[src/rtl/riscv_lsu_pkg.sv]
// -----------------------------------------------------------------------------
// riscv_lsu_pkg
//
// Shared definitions for the M-stage load/store unit:
//   - funct3 load/store encodings and the ResultSrc "load" encoding
//   - LSU bus FSM state type
//   - access-size decode helpers used by the top and by load_extend
// -----------------------------------------------------------------------------
package riscv_lsu_pkg;

    // ResultSrc value selecting the memory read path in writeback.
    localparam logic [1:0] RESULT_SRC_LOAD = 2'b01;

    // Load funct3 encodings.
    localparam logic [2:0] F3_LB  = 3'b000;
    localparam logic [2:0] F3_LH  = 3'b001;
    localparam logic [2:0] F3_LW  = 3'b010;
    localparam logic [2:0] F3_LBU = 3'b100;
    localparam logic [2:0] F3_LHU = 3'b101;

    // Store funct3 encodings.
    localparam logic [2:0] F3_SB  = 3'b000;
    localparam logic [2:0] F3_SH  = 3'b001;
    localparam logic [2:0] F3_SW  = 3'b010;

    typedef enum logic {
        LSU_IDLE = 1'b0,
        LSU_BUSY = 1'b1
    } lsu_state_e;

    typedef enum logic [1:0] {
        SIZE_BYTE = 2'd0,
        SIZE_HALF = 2'd1,
        SIZE_WORD = 2'd2
    } lsu_size_e;

    // Load access size. Reserved codes (011, 110, 111) fall to word.
    function automatic lsu_size_e load_size(input logic [2:0] f3);
        case (f3)
            F3_LB, F3_LBU: return SIZE_BYTE;
            F3_LH, F3_LHU: return SIZE_HALF;
            F3_LW:         return SIZE_WORD;
            default:       return SIZE_WORD;
        endcase
    endfunction

    // Store access size. Only the low two bits carry size for stores, so the
    // unused sign bit is ignored; 011 and up fall to word.
    function automatic lsu_size_e store_size(input logic [2:0] f3);
        case ({1'b0, f3[1:0]})
            F3_SB:   return SIZE_BYTE;
            F3_SH:   return SIZE_HALF;
            F3_SW:   return SIZE_WORD;
            default: return SIZE_WORD;
        endcase
    endfunction

    // Zero-extending loads.
    function automatic logic load_unsigned(input logic [2:0] f3);
        return (f3 == F3_LBU) || (f3 == F3_LHU);
    endfunction

endpackage

[src/rtl/load_extend.sv]
// -----------------------------------------------------------------------------
// load_extend
//
// Purely combinational load-data aligner: picks the byte/halfword lane of the
// bus read word addressed by the low address bits and sign- or zero-extends
// it according to funct3. Word loads pass the bus word through unchanged.
//
// Ports:
//   rdata_i   [31:0] bus read word
//   offset_i  [1:0]  low bits of the effective byte address
//   funct3_i  [2:0]  load size/sign encoding
//   data_o    [31:0] extended load result
// -----------------------------------------------------------------------------
module load_extend
    import riscv_lsu_pkg::*;
(
    input  logic [31:0] rdata_i,
    input  logic [1:0]  offset_i,
    input  logic [2:0]  funct3_i,
    output logic [31:0] data_o
);

    logic [7:0]  byte_sel;
    logic [15:0] half_sel;
    logic        sign_ext;

    assign sign_ext = ~load_unsigned(funct3_i);

    always_comb begin
        case (offset_i)
            2'd0:    byte_sel = rdata_i[7:0];
            2'd1:    byte_sel = rdata_i[15:8];
            2'd2:    byte_sel = rdata_i[23:16];
            default: byte_sel = rdata_i[31:24];
        endcase
    end

    // Halfword lane is chosen by bit 1 only; bit 0 is ignored here so that
    // an untrapped misaligned halfword reads the enclosing aligned half.
    assign half_sel = offset_i[1] ? rdata_i[31:16] : rdata_i[15:0];

    always_comb begin
        case (load_size(funct3_i))
            SIZE_BYTE: data_o = {{24{sign_ext & byte_sel[7]}}, byte_sel};
            SIZE_HALF: data_o = {{16{sign_ext & half_sel[15]}}, half_sel};
            default:   data_o = rdata_i;
        endcase
    end

endmodule

[src/rtl/lsu_mem_stage.sv]
// -----------------------------------------------------------------------------
// lsu_mem_stage
//
// M-stage load/store unit for a 5-stage RISC-V pipeline. Issues a single
// word-addressed bus access per load/store, supports zero-wait completion in
// the issue cycle, stalls the pipeline while the bus is waiting, aborts the
// access with a one-cycle BusErrM pulse after TIMEOUT_CYCLES wait cycles, and
// produces the aligned, extended load result.
//
// Optional feature macro: LSU_MISALIGN_TRAP_EN
//   defined   : misaligned halfword/word accesses are not issued; BusErrM
//               pulses instead and the pipeline is not stalled.
//   undefined : offending low address bits are ignored, no alignment error.
//
// Parameters:
//   TIMEOUT_CYCLES  max cycles an access may wait for mem_ready (default 255)
//
// Ports:
//   clk, rst_n      clock, asynchronous active-low reset
//   MemWriteM       M-stage instruction is a store
//   ResultSrcM[1:0] 2'b01 marks a load
//   ALUResultM      effective byte address
//   WriteDataM      right-aligned store data
//   funct3M         access size/sign
//   mem_req/mem_we  bus request / write
//   mem_addr        word-aligned bus address
//   mem_wdata       lane-replicated store data
//   mem_be          byte enables (zero unless writing)
//   mem_ready       bus completes the access this cycle
//   mem_rdata       bus read word, valid with mem_ready
//   ReadDataM       extended load result, non-zero only on load completion
//   StallM          freeze F/D/E/M pipeline registers
//   BusErrM         one-cycle pulse on timeout or misalignment
// -----------------------------------------------------------------------------
module lsu_mem_stage
    import riscv_lsu_pkg::*;
#(
    parameter int unsigned TIMEOUT_CYCLES = 255
) (
    input  logic        clk,
    input  logic        rst_n,
    input  logic        MemWriteM,
    input  logic [1:0]  ResultSrcM,
    input  logic [31:0] ALUResultM,
    input  logic [31:0] WriteDataM,
    input  logic [2:0]  funct3M,
    output logic        mem_req,
    output logic        mem_we,
    output logic [31:0] mem_addr,
    output logic [31:0] mem_wdata,
    output logic [3:0]  mem_be,
    input  logic        mem_ready,
    input  logic [31:0] mem_rdata,
    output logic [31:0] ReadDataM,
    output logic        StallM,
    output logic        BusErrM
);

    localparam int unsigned     CNT_W    = (TIMEOUT_CYCLES > 1) ? $clog2(TIMEOUT_CYCLES) : 1;
    localparam logic [CNT_W-1:0] CNT_LAST = CNT_W'(TIMEOUT_CYCLES - 1);

    lsu_state_e       state_q, state_d;
    logic [CNT_W-1:0] cnt_q, cnt_d;

    logic        is_load;
    logic        access;
    lsu_size_e   acc_size;
    logic        fault;
    logic        timeout;
    logic [3:0]  be_full;
    logic [31:0] load_data;

    // -------------------------------------------------------------------------
    // Access decode
    // -------------------------------------------------------------------------
    assign is_load  = (ResultSrcM == RESULT_SRC_LOAD);
    assign access   = MemWriteM | is_load;
    assign acc_size = MemWriteM ? store_size(funct3M) : load_size(funct3M);

`ifdef LSU_MISALIGN_TRAP_EN
    always_comb begin
        case (acc_size)
            SIZE_HALF: fault = access & ALUResultM[0];
            SIZE_WORD: fault = access & (|ALUResultM[1:0]);
            default:   fault = 1'b0;
        endcase
    end
`else
    assign fault = 1'b0;
`endif

    // Timeout fires only when the last allowed wait cycle passes without
    // mem_ready; a ready in that same cycle is an ordinary completion.
    assign timeout = (state_q == LSU_BUSY) && (cnt_q == CNT_LAST) && !mem_ready;

    // -------------------------------------------------------------------------
    // Store lane steering
    // -------------------------------------------------------------------------
    always_comb begin
        case (acc_size)
            SIZE_BYTE: begin
                be_full   = 4'b0001 << ALUResultM[1:0];
                mem_wdata = {4{WriteDataM[7:0]}};
            end
            SIZE_HALF: begin
                be_full   = 4'b0011 << {ALUResultM[1], 1'b0};
                mem_wdata = {2{WriteDataM[15:0]}};
            end
            default: begin
                be_full   = 4'b1111;
                mem_wdata = WriteDataM;
            end
        endcase
    end

    assign mem_addr = {ALUResultM[31:2], 2'b00};

    load_extend u_load_extend (
        .rdata_i  (mem_rdata),
        .offset_i (ALUResultM[1:0]),
        .funct3_i (funct3M),
        .data_o   (load_data)
    );

    // -------------------------------------------------------------------------
    // FSM: state register
    // -------------------------------------------------------------------------
    // NOTE: sequential state uses non-blocking assignments so every register
    // samples the pre-edge value of its inputs, independent of block order.
    always_ff @(posedge clk or negedge rst_n) begin
        if (!rst_n) begin
            state_q <= LSU_IDLE;
            cnt_q   <= '0;
        end else begin
            state_q <= state_d;
            cnt_q   <= cnt_d;
        end
    end

    // -------------------------------------------------------------------------
    // FSM: next-state logic
    // -------------------------------------------------------------------------
    // NOTE: every variable gets a default at the top of a combinational block
    // so no path leaves it unassigned, which would infer a latch.
    always_comb begin
        state_d = state_q;
        cnt_d   = cnt_q;
        case (state_q)
            LSU_IDLE: begin
                if (access && !mem_ready && !fault) begin
                    state_d = LSU_BUSY;
                    cnt_d   = '0;
                end
            end
            LSU_BUSY: begin
                if (mem_ready || timeout) begin
                    state_d = LSU_IDLE;
                end else begin
                    cnt_d = cnt_q + 1'b1;
                end
            end
            default: state_d = LSU_IDLE;
        endcase
    end

    // -------------------------------------------------------------------------
    // FSM: outputs
    // -------------------------------------------------------------------------
    // Everything is gated by rst_n: in IDLE mem_req follows the live access
    // inputs, so the state reset alone would not silence the bus during reset.
    always_comb begin
        mem_req   = 1'b0;
        mem_we    = 1'b0;
        mem_be    = 4'b0000;
        StallM    = 1'b0;
        BusErrM   = 1'b0;
        ReadDataM = 32'h0;
        if (rst_n) begin
            case (state_q)
                LSU_IDLE: begin
                    mem_req = access & ~fault;
                    BusErrM = access & fault;
                end
                LSU_BUSY: begin
                    mem_req = 1'b1;
                    BusErrM = timeout;
                end
                default: ;
            endcase
            mem_we = mem_req & MemWriteM;
            mem_be = mem_we ? be_full : 4'b0000;
            StallM = access & ~(mem_req & mem_ready) & ~BusErrM;
            if (mem_req && mem_ready && is_load && !MemWriteM) begin
                ReadDataM = load_data;
            end
        end
    end

endmodule

[config.mk]
export PLATFORM = sky130hd
export DESIGN_NAME = lsu_mem_stage
export DESIGN_NICKNAME = d
export VERILOG_FILES = /design/src/rtl/riscv_lsu_pkg.sv /design/src/rtl/load_extend.sv /design/src/rtl/lsu_mem_stage.sv
export SDC_FILE = /design/constraint.sdc
export NUM_CORES = 1
export LEC_CHECK = 0
export CORE_UTILIZATION = 31
export DETAILED_ROUTE_END_ITERATION = 6
export PLACE_DENSITY = 0.83
export RECOVER_POWER = 25
export SLEW_MARGIN = 10
export SYNTH_ARGS = -nofsm -noshare
export SYNTH_HDL_FRONTEND = slang
export SYNTH_HIERARCHICAL = 1
export SYNTH_SLANG_ARGS = --single-unit
[constraint.sdc]
create_clock -name clk -period 4.1 [get_ports clk]
set_clock_uncertainty 0.15 [all_clocks]
set_input_delay 1.23 -clock clk [delete_from_list [all_inputs] [get_ports clk]]
set_output_delay 1.23 -clock clk [all_outputs]
set_load 0.01 [all_outputs]
==> impl_results.md, run 1 <==
* Final Setup Violations at 0
* Residual DRC at 0
* GRT Residual Overflow at 0
* Number of distinct library cells after synthesis at 42
* Cells after Synth at 320
* CP Launch Type: input port
* Num rows at 30
* # IOs at 209
* Switching share of total power at 0.335
* Sinks on Clock Net at 9
* Synth cell count leaders: nand2_1 (82), buf_4 (42), and2_1 (32)
* Synth Cell Area at 0.00218 sq mm
* Hold Path Stages at 2
* Count leader, synth: nand2_1
* Pwr dens at 144 mW/mm^2
* # diodes at 0
* Cell Int Power at 346 uW
* Routed wire length at 7510 um
* IO Port Bufs at 146
* Routability Congestion at 0.866
* Crit-path max FO at 16
* Post-synth top flop: dfrtp_1
* Async set-reset flop share out of synthesis at 1.00
* First-pass GRT wire length at 11800 um
* Status: complete, no violations
* Initial antenna violation count at 0
* Initial DRT Pass Iterations at 4
* WP data required at 2720 ps
* CTS tree: done
* Endpoint class of the critical path: primary output
* Die area at 0.00737 sq mm
* HP Class: register to register
* Fin crit period at 4050 ps
* Initial Util at 0.321
* Worst slack, placed at -735 ps
* RSZ-0062 raised after global routing: no
* Hold Crit Start: cnt_q[7]
* Detailed-route via count at 2619
* Syn-to-layout area delta at 65.3%
* Die Ht at 85.9 um
* Cell count of the worst reg-to-reg path at 7
* Worst r2r src: cnt_q[0]
* Clock power share at 0.196
* Sequential Power Share at 0.200
* Final Util at 0.531
* 1st-iter DRT viols at 105
* Via density per instance at 4.83
* Final setup margin at 54.3 ps
* Worst EP arrival at 2670 ps
* Yosys reg bits at 9
* CP Class: input port to primary output
* Cts hold-fix bufs at 0
* Ys Warns at 6
* H-tree depth at 1
* Max_slew headroom at 0.596
* Syn_area_per_cell at 6.82 sq um
* Worst skew pair latency at 230 ps
* Routed Antenna Nets at 0
* Fillers at 661
* Leading area contributor after synthesis: buf_4
* Slew Viols, Final at 0
* Core Footprint at 0.00679 sq mm
* Max-cap violation count at 0
* Final nets at 554
* Die W at 85.9 um
* Leak at 0.00176 uW
* Clock buffer depth at 2
* Least-Margin Pin Slew at 602 ps
* CTS buffer count at 3
* Routed WL per cell at 13.9 um
* GRT Total Usage at 0.197
* Setup slack, reg-to-reg at 2160 ps
* Ratio of final minimum period to clock period at 0.987
* Layout cells sized above 1 at 0.233
* Clock Pin Slew Worst Setup and Hold Paths at 40 ps
* Post-synth EDFFs at 0
* Vias in the first global route at 2608
* Yosys top cell area share at 0.145
* Max frequency at 247 MHz
* Largest net degree at the start of global routing at 33
* Comb power frac at 0.604
* Sequential cell area fraction in the yosys report at 0.103
* Synth area leaders: buf_4 (14%), nand2_1 (14%), dfrtp_1 (10%), and2_1 (9.2%), mux2_2 (8.8%)
* Hold Violations, Final at 0
* Root Driver: clkbuf_8
* Worst Setup SP: ResultSrcM[0]
* Net Sw Power at 175 uW
* DPL Wire Length at 5730 um
* Maximum vdd drop at 0.100 mV
-- kinds of logic (layout without fill, tap and decap cells) --
group	count (synthesis)	in the layout	share of synthesized area
AND/OR/NAND/NOR	154	154	0.349
buffers and inverters	69	194	0.204
AO/OA/AOI/OAI	55	55	0.181
multiplexers	30	30	0.150
flip-flops	9	9	0.103
adder cells (fa/ha/maj)	2	2	0.0115
other	1	2	0.00172
-- flip-flops by register name, summed over array words and instances, names as in the netlist --
name	count
state_q	1
cnt_q	8
-- critical path: stages --
cell and delay (ps):
clkdlybuf4s50_1 460, nor2b_4 150, nand3_2 100, nor2_4 120, buf_4 120, buf_12 120
and2_1 120, dlygate4sd2_1 260
-- power groups by stage --
stage	sequential, uW	clock (uW)	combinational [uW]
finish	104	102	314
global route	105	111	342
CTS	104	106	313
detailed placement	105	0	311
global placement	104	0	306
floorplan	103	0	169
-- routing by layer --
| layer | vias up | GRT usage | part of all wire |
|---|---|---|---|
| met5 | - | 0 | 0 |
| met4 | 0 | 0.0727 | 0.020 |
| met3 | 20 | 0.0250 | 0.056 |
| met2 | 123 | 0.366 | 0.52 |
| met1 | 1188 | 0.230 | 0.41 |
| li1 | 1288 | - | - |
-- stage by stage --
stage	power [uW]	area, sq um	TNS (ps)	hold slack [ps]	cells
floorplan	273	2180	0	360	321
global placement	410	3570	-26710	378	529
detailed placement	416	3570	-28300	404	529
CTS	523	3610	0	409	538
global route	558	3610	0	451	542
finish	520	3610	0	410	542
-- cell usage in the layout (no fill, tap or decap), types with 2 or more instances in the layout --
| cell type | n |
|---|---|
| clkdlybuf4s50_1 | 92 |
| nand2_1 | 80 |
| and2_1 | 32 |
| buf_2 | 25 |
| o21ai_0 | 22 |
| buf_4 | 22 |
| mux2_2 | 16 |
| dlygate4sd2_1 | 16 |
| mux2i_1 | 12 |
| nand2b_1 | 11 |
| inv_1 | 9 |
| dfrtp_1 | 9 |
| a221o_1 | 8 |
| a22oi_1 | 7 |
| nor2_1 | 6 |
| clkbuf_2 | 6 |
| clkdlybuf4s15_1 | 6 |
| nor4_1 | 5 |
| buf_6 | 5 |
| a21oi_1 | 4 |
| nor2b_4 | 4 |
| clkbuf_1 | 4 |
| buf_12 | 4 |
| clkbuf_8 | 3 |
| nand2_2 | 2 |
| o21bai_1 | 2 |
| o31a_2 | 2 |
| o21a_1 | 2 |
| ha_1 | 2 |
| conb_1 | 2 |
| mux2_4 | 2 |
| nor3_1 | 2 |
-- worst paths after layout --
check	endpoint
worst max-delay path	ReadDataM[0]
max in group asynchronous	cnt_q[7]
worst min register to register	cnt_q[7]
min in group asynchronous	cnt_q[2]
worst max register to register	cnt_q[5]
worst min-delay path	cnt_q[7]
-- final cells by class --
class,count,area (sq um),area share
clock buffer,4,45.0,0.0125
inverter,9,33.8,0.00937
multi-input combinational,243,1560,0.433
sequential,9,225,0.0625
tap,96,120,0.0333
timing repair buffer,181,1620,0.450
-- what timing repair did --
item | 4_1_cts | 5_1_grt
cloned | 1 | 1
setup endpoints to repair | 54 | 30
buffers inserted | 4 | 4
gates resized for setup | 148 | 21
pin swaps | 2 | 3
hold endpoints to repair | 0 | 0
No activity file was read; power rests on OpenSTA's default activity.
==> run 2, diff against run 1 <==
--- a/config.mk
+++ b/config.mk
@@ -5,12 +5,11 @@
 export SDC_FILE = /design/constraint.sdc
 export NUM_CORES = 1
 export LEC_CHECK = 0
-export CORE_UTILIZATION = 31
+export CORE_UTILIZATION = 30
 export DETAILED_ROUTE_END_ITERATION = 6
-export PLACE_DENSITY = 0.83
+export PLACE_DENSITY = 0.84
 export RECOVER_POWER = 25
 export SLEW_MARGIN = 10
 export SYNTH_ARGS = -nofsm -noshare
 export SYNTH_HDL_FRONTEND = slang
-export SYNTH_HIERARCHICAL = 1
 export SYNTH_SLANG_ARGS = --single-unit
==> run 2 against run 1 <==
  * The flow now finishes with violations (design-rule violations, negative setup slack)
  * Design area rose by 0.10%
  * Worst hold slack worse by 8.8 ps
  * Combinational power increased by 4%
  * Register-to-register slack worse by 60 ps
  * Critical path type unchanged
==> impl_results.md, run 2 <==
* DPL Wire Length at 6190 um
* Synth Cell Area at 0.00201 sq mm
* Post-synth top flop: dfrtp_1
* CP Class: input port to primary output
* Largest net degree at the start of global routing at 25
* Biggest regs: cnt_q x8, state_q x1
* Mux share of post-synthesis cell area at 0.190
* Worst EP arrival at 2740 ps
* Setup total negative slack at -41.5 ps
* Yosys top cell area share at 0.149
* Largest register FFs at 8
* Async set-reset flop share out of synthesis at 1.00
* Synth area leaders: buf_4 (15%), dfrtp_1 (11%), mux4_2 (9.0%), nand2_1 (7.5%), mux2_2 (5.0%)
* Compound-Gate Fraction of Synth Area at 0.259
* Cts hold-fix bufs at 0
* Initial DRT Pass Iterations at 6
* Endpoint class of the critical path: primary output
* Pwr dens at 147 mW/mm^2
* Final Util at 0.562
* Final setup margin at -22.3 ps
* CTS tree: done
* Largest Register: cnt_q
* Most frequent cells in the layout: clkdlybuf4s50_1 (96), buf_4 (49), nand2_1 (38)
* Maximum vdd drop at 0.126 mV
* Synth Area in Adders at 0.0124
* Yosys reg bits at 9
* Initial antenna violation count at 0
* Routed Antenna Nets at 0
* Number of distinct library cells after synthesis at 41
* First-pass GRT wire length at 13200 um
* Most common cell after layout, fill and taps aside: clkdlybuf4s50_1
* Final hold slack at 401 ps
* Met1 Usage GRT at 0.238
* Synth Area in Simple Gates at 0.192
* Via density per instance at 5.31
* Post-synth EDFFs at 0
* Routability Congestion at 0.856
* Worst skew pair latency at 230 ps
* Cells after Synth at 283
* Worst setup path endpoint: ReadDataM[3]
* WP data required at 2720 ps
* Sequential cell area fraction in the yosys report at 0.112
* Failing checks: design-rule violations, negative setup slack
* Worst r2r src: cnt_q[0]
* RR Endpoint: cnt_q[6]
* Cell count of the worst reg-to-reg path at 7
* Crit-path max FO at 2
* 1st-iter DRT viols at 91
* Slew Viols, Final at 0
* HP Class: register to register
* Max-cap violation count at 0
* Syn-to-layout area delta at 79.4%
* Status: finished, violations left
* Routed WL per cell at 15.9 um
* Die W at 83.9 um
* Residual DRC at 30
* Routed wire length at 8130 um
* Hold Violations, Final at 0
* Syn_area_per_cell at 7.11 sq um
* Clock Pin Slew Worst Setup and Hold Paths at 40 ps
* Max frequency at 243 MHz
* Fin crit period at 4120 ps
* Leak at 0.00168 uW
* Synth cell count leaders: buf_4 (40), nand2_1 (40), inv_1 (21), nor2_1 (21), o21ai_0 (16)
* Vias in the first global route at 2839
* Ys Warns at 0
* CP Launch Type: input port
* Initial Util at 0.313
* IO Port Bufs at 146
* Die Ht at 83.9 um
* Sinks on Clock Net at 9
* GRT Residual Overflow at 0
* Layout cells sized above 1 at 0.309
* Num rows at 29
* Clock buffer depth at 2
* Detailed-route via count at 2712
* Met3 Resource Use GR at 0.0485
* Root Driver: clkbuf_8
* Leading area contributor after synthesis: buf_4
* Total power at 530 uW
* Setup slack, reg-to-reg at 2100 ps
* GRT busiest layer: met2
* Final Setup Violations at 2
* GRT Total Usage at 0.229
* GR Util met2 at 0.431
* Main combinational cell family by area after synthesis: compound AO/OA/AOI/OAI gates
* CTS buffer count at 3
* # diodes at 0
* Core Footprint at 0.00642 sq mm
* Die area at 0.00704 sq mm
* Final nets at 542
* # IOs at 209
* Ratio of final minimum period to clock period at 1.01
* H-tree depth at 1
* Synth Area in XOR/XNOR at 0
* RSZ-0062 raised after global routing: yes
* Worst Setup SP: mem_rdata[27]
[run 2: through the flow]
stage | setup slack [ps] | instances | cell area [sq um]
after floorplan | 224 | 284 | 2020
after global placement | -735 | 500 | 3560
after detailed placement | -788 | 500 | 3560
after CTS | -44.4 | 511 | 3620
after global routing | -68.0 | 511 | 3610
final | -22.3 | 511 | 3610
[run 2: worst min path at each step]
stage | start | endpoint | slack (ps) | cells past startpoint
after floorplan | cnt_q[0] | cnt_q[0] | 350 | 1
after global placement | cnt_q[0] | cnt_q[0] | 380 | 1
after detailed placement | cnt_q[0] | cnt_q[0] | 390 | 1
after CTS | cnt_q[0] | cnt_q[0] | 390 | 1
after global routing | cnt_q[0] | cnt_q[0] | 450 | 1
final | cnt_q[0] | cnt_q[0] | 400 | 1
[run 2: kinds of logic after synthesis]
group / count (synthesis)
and+or+nand+nor: 85
buffers and inverters: 80
AOI/OAI and AO/OA: 79
muxes: 27
DFF: 9
adders and majority gates: 2
other: 1
[run 2: layout make-up]
cell class	count	area, sq um
clock buffers	4	45.0
inverters	24	90.1
multi-input cells	196	1430
repair buffers	201	1720
well taps	77	96.3
fillers	578	2810
flip-flops and latches	9	225
[run 2: critical path, cell delays in order]
cell             delay (ps)
clkdlybuf4s50_1         440
mux4_2                  490
nor2_2                  120
a2111oi_2                50
buf_4                   140
dlygate4sd2_1           270
[run 2: timing repair]
item                       CTS  global route
resized for setup          151            13
pin swaps                    3             1
gates cloned                 1             0
setup endpoints to repair   54            27
buffers inserted             6             0
[run 2: report_power, final]
part / internal [uW] / switching (uW)
sequential: 95.3 / 7.71
clock: 67.7 / 34.7
combinational: 183 / 142
total: 346 / 184
[run 2: layer usage]
layer  share of wire  vias up  wire, um
met2            0.53      165      4320
met5               0        -         0
met3           0.084       32       687
met4           0.036        0       294
li1                -     1265         -
met1            0.35     1250      2840
